File: config.mk
export PLATFORM = sky130hd
export DESIGN_NAME = apb_master_bridge
export DESIGN_NICKNAME = d
export VERILOG_FILES = /design/src/rtl/apb_pkg.sv /design/src/rtl/apb_wait_timer.sv /design/src/rtl/apb_master_bridge.sv
export SDC_FILE = /design/constraint.sdc
export NUM_CORES = 1
export LEC_CHECK = 0
export CAP_MARGIN = 40
export CELL_PAD_IN_SITES_DETAIL_PLACEMENT = 1
export CELL_PAD_IN_SITES_GLOBAL_PLACEMENT = 2
export CORE_UTILIZATION = 24
export CTS_CLUSTER_DIAMETER = 50
export CTS_CLUSTER_SIZE = 16
export DETAILED_ROUTE_END_ITERATION = 10
export GPL_ROUTABILITY_DRIVEN = 0
export PLACE_DENSITY_LB_ADDON = 0.1
export SLEW_MARGIN = 25
export SYNTH_ARGS = -nofsm -noshare
export SYNTH_HDL_FRONTEND = slang
export SYNTH_SLANG_ARGS = --single-unit
File: constraint.sdc
create_clock -name _PCLK -period 3.45 [get_ports _PCLK]
set_input_delay 0.69 -clock _PCLK [delete_from_list [all_inputs] [get_ports _PCLK]]
set_output_delay 0.69 -clock _PCLK [all_outputs]
set_load 0.01 [all_outputs]
File: src/rtl/apb_pkg.sv
// Shared types for the APB3 requester bridge: FSM states, bus widths and the
// response record returned to the command side.
package apb_pkg;

  localparam int APB_ADDR_W = 32;
  localparam int APB_DATA_W = 32;

  typedef enum logic [1:0] {
    IDLE   = 2'd0,
    SETUP  = 2'd1,
    ACCESS = 2'd2,
    RESP   = 2'd3
  } apb_mst_state_t;

  typedef struct packed {
    logic [APB_DATA_W-1:0] rdata;
    logic                  slverr;
    logic                  timeout;
  } apb_rsp_t;

endpackage

File: src/rtl/apb_wait_timer.sv
// Saturating wait-state counter; flags the last permitted ACCESS wait cycle.
module apb_wait_timer #(
  parameter int TIMEOUT_CYCLES = 64
) (
  input  logic clk,
  input  logic rst,
  input  logic clear,
  input  logic enable,
  output logic expired
);

  // Keep at least one bit so a disabled watchdog still elaborates cleanly.
  localparam int CW = (TIMEOUT_CYCLES < 1) ? 1 : $clog2(TIMEOUT_CYCLES + 1);
  localparam logic [CW-1:0] CNT_MAX  = CW'(TIMEOUT_CYCLES);
  localparam logic [CW-1:0] CNT_LAST = CW'((TIMEOUT_CYCLES == 0) ? 0 : TIMEOUT_CYCLES - 1);

  logic [CW-1:0] cnt;

  always_ff @(posedge clk) begin
    if (rst || clear) begin
      cnt <= '0;
    end else if (enable && (cnt != CNT_MAX)) begin
      cnt <= cnt + 1'b1;
    end
  end

  assign expired = (TIMEOUT_CYCLES != 0) && (cnt == CNT_LAST);

endmodule

File: src/rtl/apb_master_bridge.sv
// APB3 requester: accepts one valid/ready command, runs a single SETUP/ACCESS
// transfer with a wait-state watchdog and returns the outcome on a response channel.
module apb_master_bridge
  import apb_pkg::*;
#(
  parameter int ADDR_W         = APB_ADDR_W,
  parameter int DATA_W         = APB_DATA_W,
  parameter int TIMEOUT_CYCLES = 64
) (
  input  logic              _PCLK,
  input  logic              _PRESET,
  input  logic              cmd_valid,
  output logic              cmd_ready,
  input  logic              cmd_write,
  input  logic [ADDR_W-1:0] cmd_addr,
  input  logic [DATA_W-1:0] cmd_wdata,
  output logic              rsp_valid,
  input  logic              rsp_ready,
  output logic [DATA_W-1:0] rsp_rdata,
  output logic              rsp_slverr,
  output logic              rsp_timeout,
  output logic              _PSEL1,
  output logic              _PENABLE,
  output logic              _PWRITE,
  output logic [ADDR_W-1:0] _PADDR,
  output logic [DATA_W-1:0] _PWDATA,
  input  logic [DATA_W-1:0] _PRDATA,
  input  logic              _PREADY,
  input  logic              _PSLVERR
);

  apb_mst_state_t state;
  apb_rsp_t       rsp_q;
  logic           expired;

  apb_wait_timer #(
    .TIMEOUT_CYCLES(TIMEOUT_CYCLES)
  ) u_wait_timer (
    .clk    (_PCLK),
    .rst    (_PRESET),
    .clear  (state != ACCESS),
    .enable ((state == ACCESS) && !_PREADY),
    .expired(expired)
  );

  always_ff @(posedge _PCLK) begin
    if (_PRESET) begin
      state     <= IDLE;
      cmd_ready <= 1'b0;
      rsp_valid <= 1'b0;
      rsp_q     <= '0;
      _PSEL1    <= 1'b0;
      _PENABLE  <= 1'b0;
      _PWRITE   <= 1'b0;
      _PADDR    <= '0;
      _PWDATA   <= '0;
    end else begin
      case (state)
        IDLE: begin
          cmd_ready <= 1'b1;
          _PSEL1    <= 1'b0;
          _PENABLE  <= 1'b0;
          if (cmd_valid && cmd_ready) begin
            _PWRITE   <= cmd_write;
            _PADDR    <= cmd_addr;
            _PWDATA   <= cmd_wdata;
            _PSEL1    <= 1'b1;
            cmd_ready <= 1'b0;
            state     <= SETUP;
          end
        end
        SETUP: begin
          _PENABLE <= 1'b1;
          state    <= ACCESS;
        end
        ACCESS: begin
          // A completing handshake beats the watchdog in the same cycle.
          if (_PREADY) begin
            rsp_q.slverr  <= _PSLVERR;
            rsp_q.timeout <= 1'b0;
            rsp_q.rdata   <= (!_PWRITE && !_PSLVERR) ? APB_DATA_W'(_PRDATA) : '0;
            _PSEL1        <= 1'b0;
            _PENABLE      <= 1'b0;
            rsp_valid     <= 1'b1;
            state         <= RESP;
          end else if (expired) begin
            rsp_q.slverr  <= 1'b1;
            rsp_q.timeout <= 1'b1;
            rsp_q.rdata   <= '0;
            _PSEL1        <= 1'b0;
            _PENABLE      <= 1'b0;
            rsp_valid     <= 1'b1;
            state         <= RESP;
          end
        end
        RESP: begin
          if (rsp_ready) begin
            rsp_valid <= 1'b0;
            cmd_ready <= 1'b1;
            state     <= IDLE;
          end
        end
        default: state <= IDLE;
      endcase
    end
  end

  assign rsp_rdata   = rsp_q.rdata[DATA_W-1:0];
  assign rsp_slverr  = rsp_q.slverr;
  assign rsp_timeout = rsp_q.timeout;

endmodule

Word level (Yosys, flattened, before mapping)
Cells that the tools add are included.

Bits in registers: 112. Output and inout port bits: 103.

Eq/ne operators: 9. Multiplexer cells: 20. Reductions and logical operators: 21. Add/sub/neg operators: 1.

Operator list (count): 34-bit two-way mux (2); 32-bit two-way mux (1); 2-bit AND reduction (5); 1-bit two-way mux (8); 2-bit two-way mux (4); 2-bit case mux with 4 select lines (1); 2-bit nonzero test (4); 7-bit by 1-bit adder with 7-bit output, second input constant (1); 7-bit by 6-bit == test with 1-bit output, second input constant (1); 7-bit != test, second input constant (1); 2-bit != test, second input constant (3); 1-bit case mux with 2 select lines (3); 3-bit AND reduction (2); 2-bit == test, second input constant (2); 1-bit logical AND (4); 1-bit logical NOT (3); 3-bit != test, second input constant (1); 1-bit case mux with 3 select lines (1); 3-bit nonzero test (1); 2-bit by 1-bit == test with 1-bit output, second input constant (1); 2-bit logical NOT (1); 1-bit logical OR (1).

Longest topological paths before layout
Depth after elaboration: 4. Mapped depth: 8. Depth with buffers taken out: 6.

Hierarchy
A second synthesis with hierarchy kept.

Cell total of the unflattened synthesis: 482. Area total of the unflattened synthesis: 4126.5 um^2.

Modules (own cells, without submodules): apb_master_bridge (area each 3771.1 um^2, instances 1, seq. area each 2102.0 um^2, cells each 439); apb_wait_timer (area each 355.3 um^2, instances 1, seq. area each 140.1 um^2, cells each 43).

Worst setup path after synthesis
OpenSTA, ideal clock, no wires.

Path kind: register -> register. From: register state[0]. To: register state[1]. Path buffers: 1. Setup slack: 1845 ps. Library setup time: 72 ps. Stages on the path, launching flop included: 8. Arrival time: 1533 ps. Cell sequence: dfxtp_1 > inv_1 > ha_1 > clkbuf_2 > and2b_2 > o31a_4 > a211oi_4 > mux2i_1.

Word-level cells in the longest chain between the ends: 3. Elaborated cells between the ends (all ways): 9.

Ends and longest elaborated chain: start: declaration (RTL line apb_master_bridge.sv:32) `apb_mst_state_t state;`; start signal: assignment (RTL line apb_master_bridge.sv:48) `state <= IDLE;`; start signal: assignment (RTL line apb_master_bridge.sv:69) `state <= SETUP;`; start signal: assignment (RTL line apb_master_bridge.sv:74) `state <= ACCESS;`; 2-bit == test or 2-bit logical NOT (tied branches) (RTL line apb_master_bridge.sv:58) `case (state)`; 3-bit != test (no line) or 2-bit != test (tied branches); 3-bit AND reduction (no line).

Parallel ways exist; a longest one is shown, timed or not. A chain may end at the register's enable or synchronous reset.

Worst setup path in the final report
From: input port cmd_valid. To: register _PADDR[3].

Word-level cells in the longest chain between the ends: 2.

Ends and longest elaborated chain: start: declaration (RTL line apb_master_bridge.sv:12) `input logic cmd_valid,`; 1-bit logical AND (RTL line apb_master_bridge.sv:63) `if (cmd_valid && cmd_ready) begin`; 2-bit AND reduction (no line); end signal: assignment (RTL line apb_master_bridge.sv:65) `_PADDR <= cmd_addr;`; end: declaration (RTL line apb_master_bridge.sv:25) `output logic [ADDR_W-1:0] _PADDR,`.

Every way passes these cells.

==> out/metrics.json <==
{
  "run_status": {
    "status": "completed"
  },
  "timing": {
    "rsz0062_at_grt": "false",
    "max_slew.worst_pin.slew_ns": 0.622,
    "final_period_minus_worst_setup_slack_ns": 2.11,
    "setup_violations": 0,
    "fin_worst_skew_ns": 0.0126,
    "fin_tns_setup_ns": 0,
    "max_clock_freq_ghz": 0.473,
    "timing_max_transition_violations_final": 0,
    "min_period_over_period_pct": 61.3,
    "max-slew-margin-rel_pct": 58.5,
    "finalHoldViolCount": 0
  },
  "clocking": {
    "clock-sinks": 112,
    "worst_skew_pair.late_latency_ns": 0.35,
    "cts.clk_slew.worst_paths_ns": 0.08,
    "ctsResizeCount": 0,
    "clock_path_buffers": 2,
    "cts_inserted_buffers": 9,
    "cts.repair_timing.setup_buffer_count": 0,
    "h-tree-depth": 3,
    "clk_root_buffer_cell": "clkbuf_16",
    "tritoncts": "done",
    "post_cts_hold_buffer_count": 0
  },
  "detailed_routing": {
    "drt_wl_total_um": 14000,
    "first_pass_iters": 4,
    "route.detailed.drc": 0,
    "drt-wirelength-per-cell_um": 15.0,
    "vias_per_cell": 4.39,
    "drt_iter0_markers": 108,
    "drt.antenna.violating_nets": 0,
    "vias": 4101
  },
  "logic_synthesis": {
    "synth_sequential_area_ratio_pct": 50.7,
    "postSynthCellCount": 516,
    "synthesis.nets": 625,
    "netlist-cell-type-count": 39,
    "synth_area_um2": 4420,
    "yosys_warnings": 0,
    "syn_area_per_cell_um2": 8.57,
    "synth-seq-cells": 112
  },
  "global_routing": {
    "maximum_number_of_pins_on_one_net_before_global_route_repair": 61,
    "busiest_layer": "met2",
    "gr-total-overflow": 0,
    "grt_first_pass_wirelength_um": 21400,
    "grt_pass1_vias": 4176,
    "grtUsageMet1_pct": 15.7,
    "grt.met3_usage_pct": 5.70,
    "grt_util_all_layers_pct": 14.7,
    "grt_antenna_before_repair": 0,
    "groute.layer.met2.usage_pct": 26.3
  },
  "pwr": {
    "intPower_uw": 2630,
    "p_sw_share_pct": 29.7,
    "comb_power_share_pct": 29.3,
    "net-switching-power_uw": 1110,
    "vdd_ir_max_uv": 233,
    "p_leak_uw": 0.00256,
    "power_frac_seq_pct": 40.9,
    "power.density_nw_per_um2": 536,
    "power_frac_clock_pct": 29.8
  },
  "placement": {
    "placed_area_um2": 6660,
    "dpl.hpwl_um": 9950,
    "port_buffers": 205
  },
  "critical_path": {
    "data_arrival_critical_path_ns": 2.38,
    "critical_path.endpoint_type": "register",
    "r2r_setup_slack_ns": 1.49,
    "maximum_single_stage_delay_on_the_critical_path_ns": 0.50,
    "critical-path-top-delay-family": "buffers and inverters",
    "r2r.worst_path.cells": 7,
    "worstPathRequired_ns": 3.72,
    "path_cells": "clkdlybuf4s50_1, nand2_1, nor2_4, buf_12, nand2_1, a21oi_1",
    "worstSetupPathType": "in2reg",
    "r2r_end": "_PADDR[3]$_SDFFE_PP0P_",
    "critPathMaxFanout": 46,
    "crit_path_slowest_cell": "clkdlybuf4s50_1",
    "reg2reg_from": "state[0]$_SDFFE_PP0P_",
    "start_kind": "input port",
    "critical_path.most_common_cell": "nand2_1",
    "crit_buf_inv": 2
  },
  "finish": {
    "drive_gt1_share_pct": 4.25,
    "num_antenna_cells": 0,
    "finish.net_count": 812,
    "synthToLayoutAreaGrowth_pct": 57.4,
    "fillers": 2122,
    "finish.instance_area_um2": 6970
  },
  "min_path": {
    "hold_path.class": "reg2reg",
    "hold_depth": 2,
    "hold-path-endpoint": "_PWDATA[18]$_SDFFE_PP0P_",
    "min_delay_src": "_PWDATA[18]$_SDFFE_PP0P_"
  },
  "floorplan": {
    "die_width_um": 138,
    "placeableCoreArea_um2": 18000,
    "chipHeight_um": 138,
    "initial_core_util_pct": 24.5,
    "die_area_um2": 19000,
    "fp-row-count": 49,
    "io_pins": 206
  },
  "run": {
    "cap_viol_max_count": 0
  }
}
## worst register-to-register path, stage by stage (launching register included)
cell,delay (ns)
dfxtp_1,0.34
inv_1,0.09
ha_1,0.30
inv_1,0.13
nor2_4,0.46
buf_12,0.31
nand2_1,0.10
a21oi_1,0.16
## power groups by stage
stage               sequential, uW  clock (uW)  combinational, uW
detailed placement            1560           0               1120
global placement              1550           0               1090
global route                  1550        1230               1200
floorplan                     1620           0                503
CTS                           1530        1170               1120
finish                        1530        1110               1090
## placed cells by master (no fill, tap or decap), types with 2 or more instances in the layout
cell / n
clkdlybuf4s50_1: 204
nand2_1: 169
dfxtp_1: 112
a21oi_1: 69
nand2b_1: 35
mux2i_1: 34
nor2_1: 11
clkbuf_16: 9
inv_1: 8
ha_1: 6
nor2b_1: 4
o21ai_0: 4
buf_4: 4
nor3_1: 3
xnor2_1: 3
nand3_2: 2
or3_1: 2
a211oi_1: 2
clkinvlp_4: 2
bufinv_16: 2
buf_12: 2
## worst max path at each step
stage	startpoint	end	slack, ns	depth (start not counted)
CTS	cmd_valid	_PADDR[3]$_SDFFE_PP0P_	1.30	6
global route	cmd_valid	_PADDR[3]$_SDFFE_PP0P_	1.16	6
finish	cmd_valid	_PADDR[3]$_SDFFE_PP0P_	1.34	6
global placement	cmd_valid	_PWDATA[14]$_SDFFE_PP0P_	1.02	6
floorplan	state[0]$_SDFFE_PP0P_	state[1]$_SDFFE_PP0P_	1.85	7
detailed placement	cmd_valid	_PADDR[3]$_SDFFE_PP0P_	0.93	6
## cell families (layout without fill, tap and decap cells)
| logic type | Yosys count | after routing | share of synthesized area [%] |
|---|---|---|---|
| AND/OR/NAND/NOR | 234 | 234 | 23.4 |
| flip-flops | 112 | 112 | 50.7 |
| AO/OA/AOI/OAI | 84 | 84 | 11.0 |
| buffers and inverters | 42 | 232 | 4.72 |
| multiplexers | 34 | 34 | 7.69 |
| adder cells (fa/ha/maj) | 6 | 6 | 1.70 |
| XOR/XNOR | 4 | 4 | 0.792 |
## sequential cells by signal (all words and copies together) (netlist names)
register,count
_PADDR,32
_PWDATA,32
rsp_rdata,32
u_wait_timer.cnt,7
state,2
_PENABLE,1
_PSEL1,1
_PWRITE,1
cmd_ready,1
rsp_slverr,1
rsp_timeout,1
rsp_valid,1
## Yosys cell counts (all sizes together)
cell | number | area share (%)
a211o | 1 | 0.20
a21boi | 1 | 0.25
nand3b | 1 | 0.17
nor3 | 4 | 0.57
xor2 | 1 | 0.20
o31a | 1 | 0.40
nand3 | 2 | 0.34
nand2 | 169 | 14
xnor2 | 3 | 0.59
a21oi | 69 | 7.8
nand2b | 35 | 4.9
dfxtp | 112 | 51
and2b | 1 | 0.20
ha | 6 | 1.7
nor2 | 12 | 1.0
clkbuf | 14 | 1.2
buf | 20 | 2.8
mux2i | 34 | 7.7
nand4 | 1 | 0.14
or3 | 2 | 0.28
a2bb2oi | 1 | 0.20
inv | 8 | 0.68
o41ai | 1 | 0.20
o22ai | 1 | 0.14
nor4b | 2 | 0.74
nor2b | 4 | 0.57
a211oi | 3 | 0.79
o21ai | 5 | 0.82
and2 | 1 | 0.14
o21a | 1 | 0.17
## metal layers
metal	routed length, um	up-vias	part of all wire, %
met1	5780	1952	41
met3	1120	12	8.0
met4	191	0	1.4
li1	-	2036	-
met5	0	-	0
met2	6930	101	49
## cell type report
| class | instances | area, um^2 | area share, % |
|---|---|---|---|
| clock buffer | 9 | 225 | 3.23 |
| clock inverter | 5 | 83.8 | 1.20 |
| inverter | 8 | 30.0 | 0.431 |
| multi-input combinational | 362 | 1990 | 28.5 |
| sequential | 112 | 2240 | 32.2 |
| tap | 229 | 287 | 4.11 |
| timing repair buffer | 210 | 2110 | 30.3 |
## metrics by stage
| stage | hold slack (ns) | power (uW) | instances | setup slack, ns | utilization [%] |
|---|---|---|---|---|---|
| after global routing | 0.475 | 3980 | 935 | 1.16 | 38.6 |
| after floorplan | 0.475 | 2120 | 516 | 1.85 | - |
| after global placement | 0.441 | 2640 | 921 | 1.02 | 36.9 |
| after detailed placement | 0.446 | 2680 | 921 | 0.928 | 36.9 |
| final | 0.454 | 3740 | 935 | 1.34 | 38.6 |
| after CTS | 0.456 | 3820 | 935 | 1.30 | 38.6 |
No activity file was read; power rests on OpenSTA's default activity.
